--- src/rtl/out_wrr_scheduler.sv ---
// Packet-granular weighted round-robin owner of the egress port; registered one-hot grant one cycle after request.
// Grant is held until pkt_done, with one idle bubble per packet. Per-queue saturating packet counters are read via cnt_sel.
module out_wrr_scheduler #(
  parameter int C_NUM_QUEUES       = 4,
  parameter int C_NUM_QUEUES_WIDTH = 2,
  parameter int C_WEIGHT_WIDTH     = 4,
  parameter int C_CNT_WIDTH        = 32
) (
  input  logic                                     axis_clk,
  input  logic                                     reset,
  input  logic [C_NUM_QUEUES*C_WEIGHT_WIDTH-1:0]   weights,
  input  logic [C_NUM_QUEUES-1:0]                  req,
  input  logic                                     pkt_done,
  output logic [C_NUM_QUEUES-1:0]                  grant,
  output logic [C_NUM_QUEUES_WIDTH-1:0]            grant_idx,
  output logic                                     grant_valid,
  input  logic                                     clr_cnt,
  input  logic [C_NUM_QUEUES_WIDTH-1:0]            cnt_sel,
  output logic [C_CNT_WIDTH-1:0]                   pkt_cnt
);

  localparam int N  = C_NUM_QUEUES;
  localparam int QW = C_NUM_QUEUES_WIDTH;
  localparam int WW = C_WEIGHT_WIDTH;
  localparam int CW = C_CNT_WIDTH;

  typedef enum logic {IDLE, GRANT} state_t;

  state_t          state, state_nxt;
  logic [QW-1:0]   ptr, ptr_nxt;
  logic [WW-1:0]   credit, credit_nxt;
  logic [N-1:0]    grant_nxt;
  logic [QW-1:0]   grant_idx_nxt;
  logic            grant_valid_nxt;
  logic            cnt_inc;
  logic [N-1:0]    elig;
  logic [CW-1:0]   cnt [N];

  always_comb begin
    elig = '0;
    for (int i = 0; i < N; i++) begin
      elig[i] = req[i] && (weights[i*WW +: WW] != '0);
    end
  end

  always_comb begin
    logic          found;
    logic [QW-1:0] pick;
    logic [QW-1:0] cand;
    state_nxt       = state;
    ptr_nxt         = ptr;
    credit_nxt      = credit;
    grant_nxt       = grant;
    grant_idx_nxt   = grant_idx;
    grant_valid_nxt = grant_valid;
    cnt_inc         = 1'b0;
    found           = 1'b0;
    pick            = ptr;
    cand            = '0;
    unique case (state)
      IDLE: begin
        if (elig[ptr] && credit != '0) begin
          found = 1'b1;
        end else begin
          // Scan starts after ptr and ends on ptr itself, so a lone queue gets reloaded.
          for (int k = 1; k <= N; k++) begin
            cand = QW'((int'(ptr) + k) % N);
            if (!found && elig[cand]) begin
              found      = 1'b1;
              pick       = cand;
              ptr_nxt    = cand;
              credit_nxt = weights[cand*WW +: WW];
            end
          end
        end
        if (found) begin
          state_nxt       = GRANT;
          grant_nxt       = '0;
          grant_nxt[pick] = 1'b1;
          grant_idx_nxt   = pick;
          grant_valid_nxt = 1'b1;
        end
      end
      GRANT: begin
        if (pkt_done) begin
          credit_nxt      = credit - 1'b1;
          cnt_inc         = 1'b1;
          grant_nxt       = '0;
          grant_valid_nxt = 1'b0;
          state_nxt       = IDLE;
        end
      end
      default: state_nxt = IDLE;
    endcase
  end

  always_ff @(posedge axis_clk) begin
    if (reset) begin
      state       <= IDLE;
      ptr         <= '0;
      credit      <= '0;
      grant       <= '0;
      grant_idx   <= '0;
      grant_valid <= 1'b0;
    end else begin
      state       <= state_nxt;
      ptr         <= ptr_nxt;
      credit      <= credit_nxt;
      grant       <= grant_nxt;
      grant_idx   <= grant_idx_nxt;
      grant_valid <= grant_valid_nxt;
    end
  end

  // Clear takes priority over a same-cycle completion.
  always_ff @(posedge axis_clk) begin
    for (int i = 0; i < N; i++) begin
      if (reset || clr_cnt) begin
        cnt[i] <= '0;
      end else if (cnt_inc && ptr == QW'(i) && cnt[i] != '1) begin
        cnt[i] <= cnt[i] + 1'b1;
      end
    end
  end

  always_ff @(posedge axis_clk) begin
    if (reset) begin
      pkt_cnt <= '0;
    end else begin
      pkt_cnt <= cnt[cnt_sel];
    end
  end

endmodule

--- config.mk ---
export PLATFORM = sky130hd
export DESIGN_NAME = out_wrr_scheduler
export DESIGN_NICKNAME = d
export VERILOG_FILES = /design/src/rtl/out_wrr_scheduler.sv
export SDC_FILE = /design/constraint.sdc
export NUM_CORES = 1
export LEC_CHECK = 0
export BUFFER_PORTS_ARGS = -buffer_cell sky130_fd_sc_hd__buf_2
export CORE_ASPECT_RATIO = 0.9
export CORE_MARGIN = 10
export CORE_UTILIZATION = 66
export CTS_BUF_LIST = sky130_fd_sc_hd__clkbuf_16
export CTS_CLUSTER_DIAMETER = 30
export CTS_CLUSTER_SIZE = 25
export DETAILED_ROUTE_END_ITERATION = 7
export GPL_ROUTABILITY_DRIVEN = 1
export HOLD_SLACK_MARGIN = 0.05
export PLACE_DENSITY = 0.89
export SYNTH_ARGS = -nofsm -noshare
export SYNTH_HDL_FRONTEND = slang
export SYNTH_SLANG_ARGS = --single-unit
--- constraint.sdc ---
create_clock -name axis_clk -period 12.3 [get_ports axis_clk]
set_clock_uncertainty 0.2 [all_clocks]
set_input_delay 1.23 -clock axis_clk [delete_from_list [all_inputs] [get_ports axis_clk]]
set_output_delay 1.23 -clock axis_clk [all_outputs]
set_load 0.02 [all_outputs]
; After elaboration in Yosys (flattened, before gate mapping)
; Memories as Yosys holds them, arrays and structs flattened. A register that Yosys moved wholly into a read port is not among the register bits.
; Index checks and enable logic that the tools add are counted.
[word_totals]
register_bits = 14
ramBits = 128
inputBits = 26
out_inout_bits = 39
n_memories = 1
[memory_table]
columns = memory, depth, width, read_ports, rd_ports_with_merged_regs, write_ports, line
row1 = cnt, 4, 32, 5, 1, 4, 37  ; logic [CW-1:0] cnt [N];
[classes]
add_sub_neg = 9
n_lt_le_gt_ge = 7
eq_ne = 11
n_shift = 4
mux = 66
n_bitwise = 5
reduce_logical = 30
[op_table]
columns = cell, count
row1 = $add A32 B1 Y32 const B, 4
row2 = $mux W32, 4
row3 = $ne A32 B32 Y1 const B, 4
row4 = $shiftx A16 B5 Y4, 4
row5 = $mux W1, 38
row6 = $mux W4, 8
row7 = $reduce_bool A4 Y1, 5
row8 = $lt A2 B3 Y1 const B, 6
row9 = $logic_and A1 B1 Y1, 17
row10 = $pmux W4 S2, 2
row11 = $mux W2, 6
row12 = $bmux W1 S2, 5
row13 = $ne A2 B2 Y1 const B, 3
row14 = $ne A5 B5 Y1 const B, 1
row15 = $add A2 B1 Y2 const B, 2
row16 = $add A2 B2 Y2 const B, 2
row17 = $eq A2 B2 Y1 const B, 2
row18 = $or A1 B1 Y1, 4
row19 = $pmux W1 S2, 2
row20 = $reduce_and A2 Y1, 2
row21 = $sub A4 B1 Y4 const B, 1
row22 = $logic_not A1 Y1, 3
row23 = $reduce_and A3 Y1, 1
row24 = $demux W1 S2, 1
row25 = 5 further kinds, 5

; Depth between registers and ports, before layout
; Gate-level depths: netlist of run 1.
[depth]
word_depth = 28
ltp_mapped = 12
ltp_nobuf = 8

; Worst setup path before layout of run 1
; No wires, ideal clock.
[synth_timing]
path_type = reg-to-reg
startpoint = register ptr[0]
endpoint = memory cnt[0][0] in the netlist's numbering, enable pin
setup_ns = 0.466
arrival_time_ns = 3.826
setup_slack_ns = 7.809
path_stages_with_launch = 8
n_path_buf = 3
period_less_slack_ns = 4.491
cell_sequence = dfxtp_1 > clkbuf_1 > clkinv_1 > clkbuf_1 > clkbuf_1 > ha_1 > nand2_1 > o21ai_0
[synth_lines]
columns = element, line
row1 = start: declaration, 30  ; logic [QW-1:0] ptr, ptr_nxt;
row2 = start signal: assignment, 107  ; ptr <= ptr_nxt;
row3 = end: declaration, 37

; Worst setup path after layout of run 1
[layout_timing]
startpoint = register ptr[0]
endpoint = register credit[0]
[layout_via]
elab_chain_cells = 21
[layout_rtl]
columns = element, line
row1 = $add A2 B1 Y2, 67  ; cand = QW'((int'(ptr) + k) % N);
row2 = $bmux W1 S2, 68  ; if (!found && elig[cand]) begin
row3 = $mux W1 (implied by the code), 68
row4 = $mux W1, 68
row5 = $mux W1, 62  ; if (elig[ptr] && credit != '0) begin
row6 = $mux W1, 60  ; unique case (state)
row7 = $logic_not A1 Y1, 68
row8 = $logic_and A1 B1 Y1, 68
row9 = (+5 left out), n/a
row10 = $mux W1, 68
row11 = $mux W1, 62
row12 = $mux W1, 60
row13 = $logic_not A1 Y1, 68
row14 = $logic_and A1 B1 Y1, 68
row15 = $mux W4, 68
row16 = $mux W4, 62
row17 = $pmux W4 S2, 60
row18 = end signal: assignment, 108  ; credit <= credit_nxt;
row19 = end: declaration, 31  ; logic [WW-1:0] credit, credit_nxt;
; Several ways; a longest one is shown, not always the timed one. The select of a mux whose other input is x is not followed.
; A chain may end at the register's enable or synchronous reset.

==> impl_metrics.csv, run 1 <==
group,metric,value,unit
outcome,status,"finished clean",
grt,grt_pass1_vias,7096,
clocking,cts_made_buffers,17,
clocking,root_buffer,"clkbuf_16",
synthesis,yosys.area.top_type_share,0.396,
floorplan,die_y,135,um
synthesis,yosysWarningCount,0,
grt,grt_pass1_wl,37200,um
sta,period_share,0.393,
setup_path,cp-start-kind,"register",
drt,drt_pass1_iterations,8,
setup_path,reg2reg_from,"ptr[0]",
floorplan,die_w,148,um
floorplan,rows,41,
synthesis,ys_seq_area_frac,0.491,
pwr,p_sw,446,uW
setup_path,rrSetupSlack,7460,ps
placement,portBuffers,64,
synthesis,synth_edf_count,128,
setup_path,cp_cell_sequence,"clkinv_1 > ha_1 > inv_1 > mux4_2 > a221oi_2 > a21oi_1 > o21ai_0 > a31oi_1",
hold_path,worstHoldStart,"grant[1]",
synthesis,ys_types,56,
setup_path,critPathKind,"reg2reg",
finish,nNetsFinal,1002,
pwr,clock_power_share,0.345,
setup_path,worstPathArrival,4940,ps
finish,stdcell_count,1173,
placement,gp_congestion,0.857,
clocking,post-cts-setup-buffers,0,
hold_path,min_to,"grant[1]",
floorplan,pin_count,65,
finish,final_util,0.757,
setup_path,timing.rr.end,"credit[0]",
synthesis,ys_ff_latch,174,
finish,diodes,0,
sta,hold_viol_final,0,
sta,final-setup-viol-count,0,
clocking,clk_pin_slew,60,ps
floorplan,initial_utilization,0.682,
setup_path,max_stage_delay,990,ps
hold_path,hold_depth,2,
synthesis,syn_avg_cell_area,10.6,um^2
drt,drt_iter0_markers,1177,
synthesis,synthFlopType,"edfxtp_1",
synthesis,netlist_instances,911,
sta,max_freq,0.207,GHz
synthesis,yosys-top-cells-area,"edfxtp_1 40%, dfxtp_1 9.5%, mux4_2 8.4%",
synthesis,synthArstFlopShare,0,
drt,antenna_left,0,
sta,period_minus_slack,4840,ps
pwr,seqPwrFrac,0.474,
sta,drv_slew,0,
clocking,clock_insertion_delay_worst_skew,440,ps
clocking,clock-sinks,174,
hold_path,hold_class,"reg2reg",
sta,fin_setup_tns,0,ps
placement,dpl.cell_count,1141,
synthesis,synth_common_cells,"159 x nor2_1, 128 x edfxtp_1, 92 x nand2_1, 77 x xor2_1, 46 x dfxtp_1",
finish,regArea,0.00476,mm^2
drt,avgRoutedWirePerCell,19.5,um
clocking,cts_hold_buf,0,
pwr,power.leakage,0.00379,uW
setup_path,critPathMaxFanout,29,
grt,grt_usage,0.233,
finish,area_delta_synth_final,11.0,%
grt,antenna_found_initial,0,
floorplan,dieArea,0.0199,mm^2
drt,viasPerCell,6.41,
finish,nFillCells,892,
synthesis,yosysMostFrequentCell,"nor2_1",
synthesis,syn_nets,946,
grt,grt_max_degree,50,
finish,layout-drive-gt1-share,0.151,
setup_path,worst_path_max_delay_cell,"dfxtp_1",
pwr,ir_worst_vdd,0.149,mV
placement,post-dp-hpwl,16000,um
sta,worst_slew_pin_slew,1080,ps
drt,wl,22900,um
sta,relSlewSlack,0.280,
setup_path,r2r_cells,8,
setup_path,cp-end-kind,"register",
pwr,pwr_density_cell,144,mW/mm^2
pwr,internal_power,1100,uW
synthesis,yosys.area.top_type,"edfxtp_1",
sta,rsz0062_at_grt,"false",
clocking,cts_tree,"built",
run,max_cap_violations,0,
clocking,cts-resized-gates,0,
floorplan,fp.coreArea,0.0142,mm^2
finish,multi_input_area,0.00474,mm^2
pwr,p_sw_frac,0.287,
pwr,combPwrFrac,0.182,
drt,via_count,7514,
grt,grt-ovfl-total,0,
drt,drc,0,
clocking,h-tree-depth,4,
setup_path,required,12410,ps
clocking,cts.path.max_buffers,2,
synthesis,synth.cell_area,0.00970,mm^2
==> power by group through the flow <==
stage	combinational, uW	clock [uW]	sequential, uW
finish	281	535	734
global route	306	562	739
CTS	278	537	731
detailed placement	276	0	742
global placement	270	0	740
floorplan	204	0	731
==> logic make-up (layout without fill, tap and decap cells) <==
logic type | count (synthesis) | count (layout) | synth area share
adder cells (fa/ha/maj) | 9 | 9 | 0.0116
XOR/XNOR | 122 | 122 | 0.110
AND/OR/NAND/NOR | 437 | 437 | 0.217
AO/OA/AOI/OAI | 79 | 79 | 0.0613
multiplexers | 40 | 40 | 0.0879
buffers and inverters | 50 | 119 | 0.0201
flip-flops | 174 | 174 | 0.491
==> placed cells by master, fill, tap and decap left out, types with 9 or more instances in the layout <==
master     Yosys  routed
and3_1        14      14
ha_1           9       9
a21oi_1       23      23
nand4_1       33      33
nand3_1       42      42
inv_1         13      15
clkbuf_16      0      17
nor2b_1       33      33
edfxtp_1     128     128
nand2_1       92      92
and2_1        10      10
and4_1        20      20
dfxtp_1       46      46
buf_2          6      64
nor3_1        14      14
xor2_1        77      77
o21ai_0       10       9
nor2_1       159     159
mux4_2        36      36
xnor2_1       45      45
==> critical path, delay by kind of cell (launching register included) <==
kind                     cells  cell delay, ps
adder cells (fa/ha/maj)      1             710
flip-flops                   1             990
buffers and inverters        2            1130
multiplexers                 1             540
AO/OA/AOI/OAI                4            1120
==> flip-flops by register name (all words and copies together) (netlist names) <==
name,flops
grant_valid,1
grant_idx,2
pkt_cnt,32
grant,4
state,1
cnt,128
credit,4
ptr,2
==> how the worst max path moves through the flow <==
stage | startpoint | endpoint | cells past startpoint
4_1_cts | ptr[0] | credit[0] | 8
2_1_floorplan | ptr[0] | cnt[0][0] | 7
3_3_place_gp | ptr[0] | credit[2] | 8
6_report | ptr[0] | credit[0] | 8
5_1_grt | ptr[0] | credit[0] | 8
3_5_place_dp | ptr[0] | credit[0] | 8
==> metrics by stage <==
stage	total power (uW)	cell area (um^2)	hold WS, ps	setup WS [ps]
2_1_floorplan	936	9700	319	7810
3_3_place_gp	1010	10200	242	7690
3_5_place_dp	1020	10200	250	7620
4_1_cts	1550	10800	265	7600
5_1_grt	1610	10800	282	7160
6_report	1550	10800	267	7460
==> layout make-up <==
type,count,share of cell area
inverters,15,0.00523
clock buffers,17,0.0395
multi-input cells,687,0.440
well taps,193,0.0224
clock inverters,15,0.0143
repair buffers,72,0.0353
flip-flops and latches,174,0.443
==> routing by layer <==
layer  share of wire  up-vias  track usage
li1                -     3422            -
met1            0.41     3658        0.319
met2            0.46      396        0.352
met3            0.11       38       0.0615
met4           0.017        0       0.0831
met5               0        -            0
No activity file was read; power rests on OpenSTA's default activity.
==> inputs of run 2 (changes only) <==
CORE_UTILIZATION = 61   (was 66)
PLACE_DENSITY = 0.83   (was 0.89)
clock period = 4.7 ns   (was 12.3 ns; I/O delays follow)
==> run 2 against run 1 <==
Effect of this change: clock-buffer cell count grew 1; worst setup slack lost 6200 ps; power grew to 2.6 times the previous value; critical path depth shrank 2; global-route usage shrank 2.4 points; maximum frequency grew 39%; combinational power grew to 2.7 times the previous value; first-iteration DRC count shrank 14%; non-clock buffer count grew 1; final cell count grew 0.85%.
==> impl_metrics.csv, run 2 (synthesis gave the netlist of run 1 again) <==
group,metric,value,unit
outcome,status,"finished clean",
floorplan,die_w,153,um
placement,portBuffers,64,
pwr,power.leakage,0.00378,uW
sta,worst_slew_pin_slew,1220,ps
finish,layout-drive-gt1-share,0.154,
floorplan,fp.coreArea,0.0155,mm^2
finish,diodes,0,
run,max_cap_violations,0,
finish,final_cell_mix,"159 x nor2_1, 128 x edfxtp_1, 92 x nand2_1",
finish,stdcell_count,1183,
grt,grt_usage,0.209,
drt,antenna_left,0,
clocking,cts_hold_buf,0,
clocking,clock_insertion_delay_worst_skew,440,ps
floorplan,pin_count,65,
drt,drc,0,
grt,grt-ovfl-total,0,
drt,wl_met1,9640,um
grt,grt_max_degree,50,
drt,maxUsedRoutingLayer,"met4",
drt,via_count,7417,
setup_path,critPathKind,"reg2reg",
hold_path,hold_class,"in2reg",
hold_path,worstHoldStart,"pkt_done",
clocking,h-tree-depth,4,
finish,regMostFlops,"cnt",
setup_path,rrSetupSlack,1220,ps
grt,grt_pass1_vias,6941,
drt,wl_met3,2460,um
finish,nNetsFinal,1003,
setup_path,cp-end-kind,"register",
clocking,cts.path.max_buffers,2,
drt,viasPerCell,6.27,
grt,antenna_found_initial,1,
placement,dpl.cell_count,1151,
clocking,root_buffer,"clkbuf_16",
hold_path,min_to,"grant_valid",
finish,final_util,0.693,
sta,relSlewSlack,0.183,
grt,grt_pass1_wl,36700,um
finish,largestRegisters,"cnt (128), pkt_cnt (32)",
sta,fin_setup_tns,0,ps
sta,period_minus_slack,3480,ps
sta,max_freq,0.287,GHz
clocking,cts-resized-gates,0,
drt,drt_pass1_iterations,7,
setup_path,required,4640,ps
pwr,p_total,3970,uW
setup_path,r2r_cells,6,
drt,avgRoutedWirePerCell,19.0,um
floorplan,dieArea,0.0213,mm^2
hold_path,hold_depth,3,
pwr,ir_worst_vdd,0.404,mV
finish,largest_register_ffs,128,
drt,wl_met2,10200,um
drt,drt_iter0_markers,1007,
setup_path,timing.rr.end,"cnt[3][2]",
setup_path,critPathMaxFanout,32,
sta,hold_viol_final,0,
setup_path,cp-start-kind,"register",
drt,wl,22500,um
finish,layout_commonest_cell,"nor2_1",
clocking,clk_pin_slew,70,ps
sta,period_share,0.740,
setup_path,worstPathArrival,3420,ps
setup_path,reg2reg_from,"cnt[3][0]",
finish,area_delta_synth_final,10.8,%
placement,post-dp-hpwl,15900,um
pwr,pwr_density_cell,369,mW/mm^2
placement,gp_congestion,0.910,
floorplan,initial_utilization,0.626,
floorplan,rows,43,
floorplan,die_y,140,um
clocking,post-cts-setup-buffers,0,
clocking,cts_made_buffers,17,
sta,final-setup-viol-count,0,
clocking,cts_tree,"built",
sta,drv_slew,0,
clocking,clock-sinks,174,
sta,whs,163,ps
sta,rsz0062_at_grt,"false",
-- run 2: worst max-delay path, stage by stage, from the launching register on --
cell and delay [ps]:
edfxtp_1 450, ha_1 300, nand4_1 340, nor4_1 610, nand3_1 200, nand3_1 940
nor2_1 140
-- run 2: routing by layer --
layer,up-vias,track usage
met5,-,0
met4,0,0.0552
met3,29,0.0585
met2,386,0.313
met1,3575,0.293
li1,3427,-
-- run 2: where the power goes --
| group | leakage, uW | switching (uW) | internal [uW] |
|---|---|---|---|
| clock | 0.000277 | 610 | 705 |
| sequential | 0.00181 | 126 | 1760 |
| combinational | 0.00169 | 455 | 305 |
-- run 2: area by class of cell --
cell class / instances / area, um^2
Clock inverter: 14 / 91.3
Tap cell: 202 / 253
Clock buffer: 18 / 450
Inverter: 15 / 56.3
Sequential cell: 174 / 4760
Fill cell: 1126 / 4750
Multi-Input combinational cell: 687 / 4740
Timing Repair Buffer: 73 / 388
-- run 2: metrics by stage --
step	worst slack, ps	area (um^2)
final	1220	10700
after CTS	1270	10700
after global placement	1370	10200
after detailed placement	1320	10200
after floorplan	209	9700
after global routing	973	10700
-- run 2: worst max-delay path by stage --
stage / cells after the start / endpoint / from / slack [ps]
after global routing: 6 / cnt[3][8] / cnt[3][2] / 970
after floorplan: 7 / cnt[0][0] / ptr[0] / 210
after global placement: 6 / cnt[3][25] / cnt[3][2] / 1370
after CTS: 6 / cnt[3][9] / cnt[3][2] / 1270
final: 6 / cnt[3][2] / cnt[3][0] / 1220
after detailed placement: 10 / credit[3] / ptr[0] / 1320
==> inputs of run 3 (changes only) <==
clock period = 3.3 ns   (was 4.7 ns; I/O delays follow)
==> run 3 against run 2 <==
Effect of this change: clock-buffer cell count shrank 1; final cell count grew 1.6%; clock power grew 57%; via count grew 0.65%; critical path depth grew 2; global-route usage is essentially flat; register-to-register slack lost 1000 ps; critical path type unchanged; highest routed layer unchanged.
==> impl_metrics.csv, run 3 (synthesis gave the netlist of run 1 again) <==
group,metric,value,unit
setup_path,required,3460,ps
setup_path,worstPathArrival,3250,ps
setup_path,critPathMaxFanout,9,
drt,viasPerCell,6.21,
setup_path,critPathKind,"reg2reg",
finish,regMostFlops,"cnt",
drt,via_count,7465,
drt,avgRoutedWirePerCell,18.8,um
sta,final-setup-viol-count,0,
drt,drt_iter0_markers,1005,
setup_path,cp-start-kind,"register",
sta,drv_slew,0,
sta,finalWorstSetupSlack,211,ps
placement,post-dp-hpwl,16200,um
clocking,h-tree-depth,4,
setup_path,r2r_cells,8,
finish,layout_commonest_cell,"nor2_1",
placement,portBuffers,64,
drt,antenna_left,0,
hold_path,min_to,"pkt_cnt[7]",
hold_path,hold_class,"in2reg",
pwr,power.leakage,0.00390,uW
setup_path,cp-end-kind,"register",
drt,drt_pass1_iterations,5,
finish,final_cell_mix,"159 x nor2_1, 128 x edfxtp_1, 92 x nand2_1",
clocking,clk_pin_slew,70,ps
grt,grt_pass1_wl,36700,um
finish,layout-drive-gt1-share,0.173,
pwr,pwr_density_cell,535,mW/mm^2
outcome,status,"finished clean",
floorplan,rows,43,
sta,worst_slew_pin_slew,775,ps
drt,wl,22600,um
finish,diodes,0,
clocking,cts_made_buffers,17,
grt,antenna_found_initial,0,
clocking,clock_insertion_delay_worst_skew,430,ps
setup_path,timing.rr.end,"credit[3]",
floorplan,pin_count,65,
finish,largestRegisters,"cnt (128), pkt_cnt (32)",
drt,drc,0,
floorplan,die_w,153,um
finish,area_delta_synth_final,13.3,%
placement,gp_congestion,0.927,
floorplan,fp.coreArea,0.0155,mm^2
grt,grt-ovfl-total,0,
setup_path,rrSetupSlack,210,ps
sta,relSlewSlack,0.478,
sta,period_minus_slack,3090,ps
sta,rsz0062_at_grt,"false",
clocking,post-cts-setup-buffers,0,
clocking,cts.path.max_buffers,2,
hold_path,hold_depth,2,
clocking,cts-resized-gates,0,
grt,grt_pass1_vias,7050,
sta,fin_setup_tns,0,ps
pwr,ir_worst_vdd,0.501,mV
grt,grt_usage,0.209,
grt,grt_max_degree,37,
clocking,cts_tree,"built",
floorplan,initial_utilization,0.626,
run,max_cap_violations,0,
sta,max_freq,0.324,GHz
placement,pre_cts_ws,323,ps
finish,largest_register_ffs,128,
finish,nNetsFinal,1022,
hold_path,worstHoldStart,"reset",
sta,period_share,0.936,
setup_path,reg2reg_from,"ptr[1]",
sta,hold_viol_final,0,
floorplan,die_y,140,um
floorplan,dieArea,0.0213,mm^2
clocking,root_buffer,"clkbuf_16",
clocking,clock-sinks,174,
-- run 3: report_power, final --
| part | internal [uW] | total, uW | switching, uW |
|---|---|---|---|
| logic | 451 | 1110 | 660 |
| clock network | 1200 | 2070 | 867 |
| registers | 2510 | 2690 | 178 |
| total | 4170 | 5870 | 1710 |
-- run 3: area by class of cell --
type	count	area [um^2]
clock buffer	17	425
tap	202	253
clock inverter	15	185
fill	1075	4510
timing repair buffer	92	546
multi-input combinational	687	4750
sequential	174	4760
inverter	15	57.6
-- run 3: what timing repair did --
action	CTS	global route
hold buffers	1	0
endpoints found under the hold margin	1	0
endpoints found under the setup margin	0	0
-- run 3: stage by stage --
step                       util  hold WS [ps]  instance area [um^2]  cells  power, uW
final                     0.709          81.0                 11000   1202       5870
after global routing      0.709          71.1                 11000   1202       6110
after CTS                 0.709          67.1                 11000   1202       5870
after detailed placement  0.669           241                 10400   1169       3810
after global placement    0.669           230                 10400   1169       3800
after floorplan               -           312                  9720    911       3510
-- run 3: how the worst max path moves through the flow --
stage / from / to / slack (ps) / cells after the start
2_1_floorplan: ptr[0] / credit[0] / 20 / 12
3_3_place_gp: ptr[1] / credit[1] / 440 / 8
3_5_place_dp: ptr[1] / credit[3] / 320 / 8
4_1_cts: ptr[1] / credit[3] / 250 / 8
5_1_grt: ptr[1] / credit[3] / 20 / 8
6_report: ptr[1] / credit[3] / 210 / 8
-- run 3: metal layers --
layer | track usage | up-vias | part of all wire
li1 | - | 3474 | -
met1 | 0.297 | 3535 | 0.43
met2 | 0.302 | 419 | 0.44
met3 | 0.0588 | 37 | 0.11
met4 | 0.0702 | 0 | 0.021
met5 | 0 | - | 0
-- run 3: worst max-delay path: stages (launching register included) --
cell      delay (ps)
dfxtp_1          480
inv_1            180
ha_1             450
inv_1            180
mux4_2           570
a221o_1          490
a21oi_1          180
o211ai_1         100
a31oi_1          200
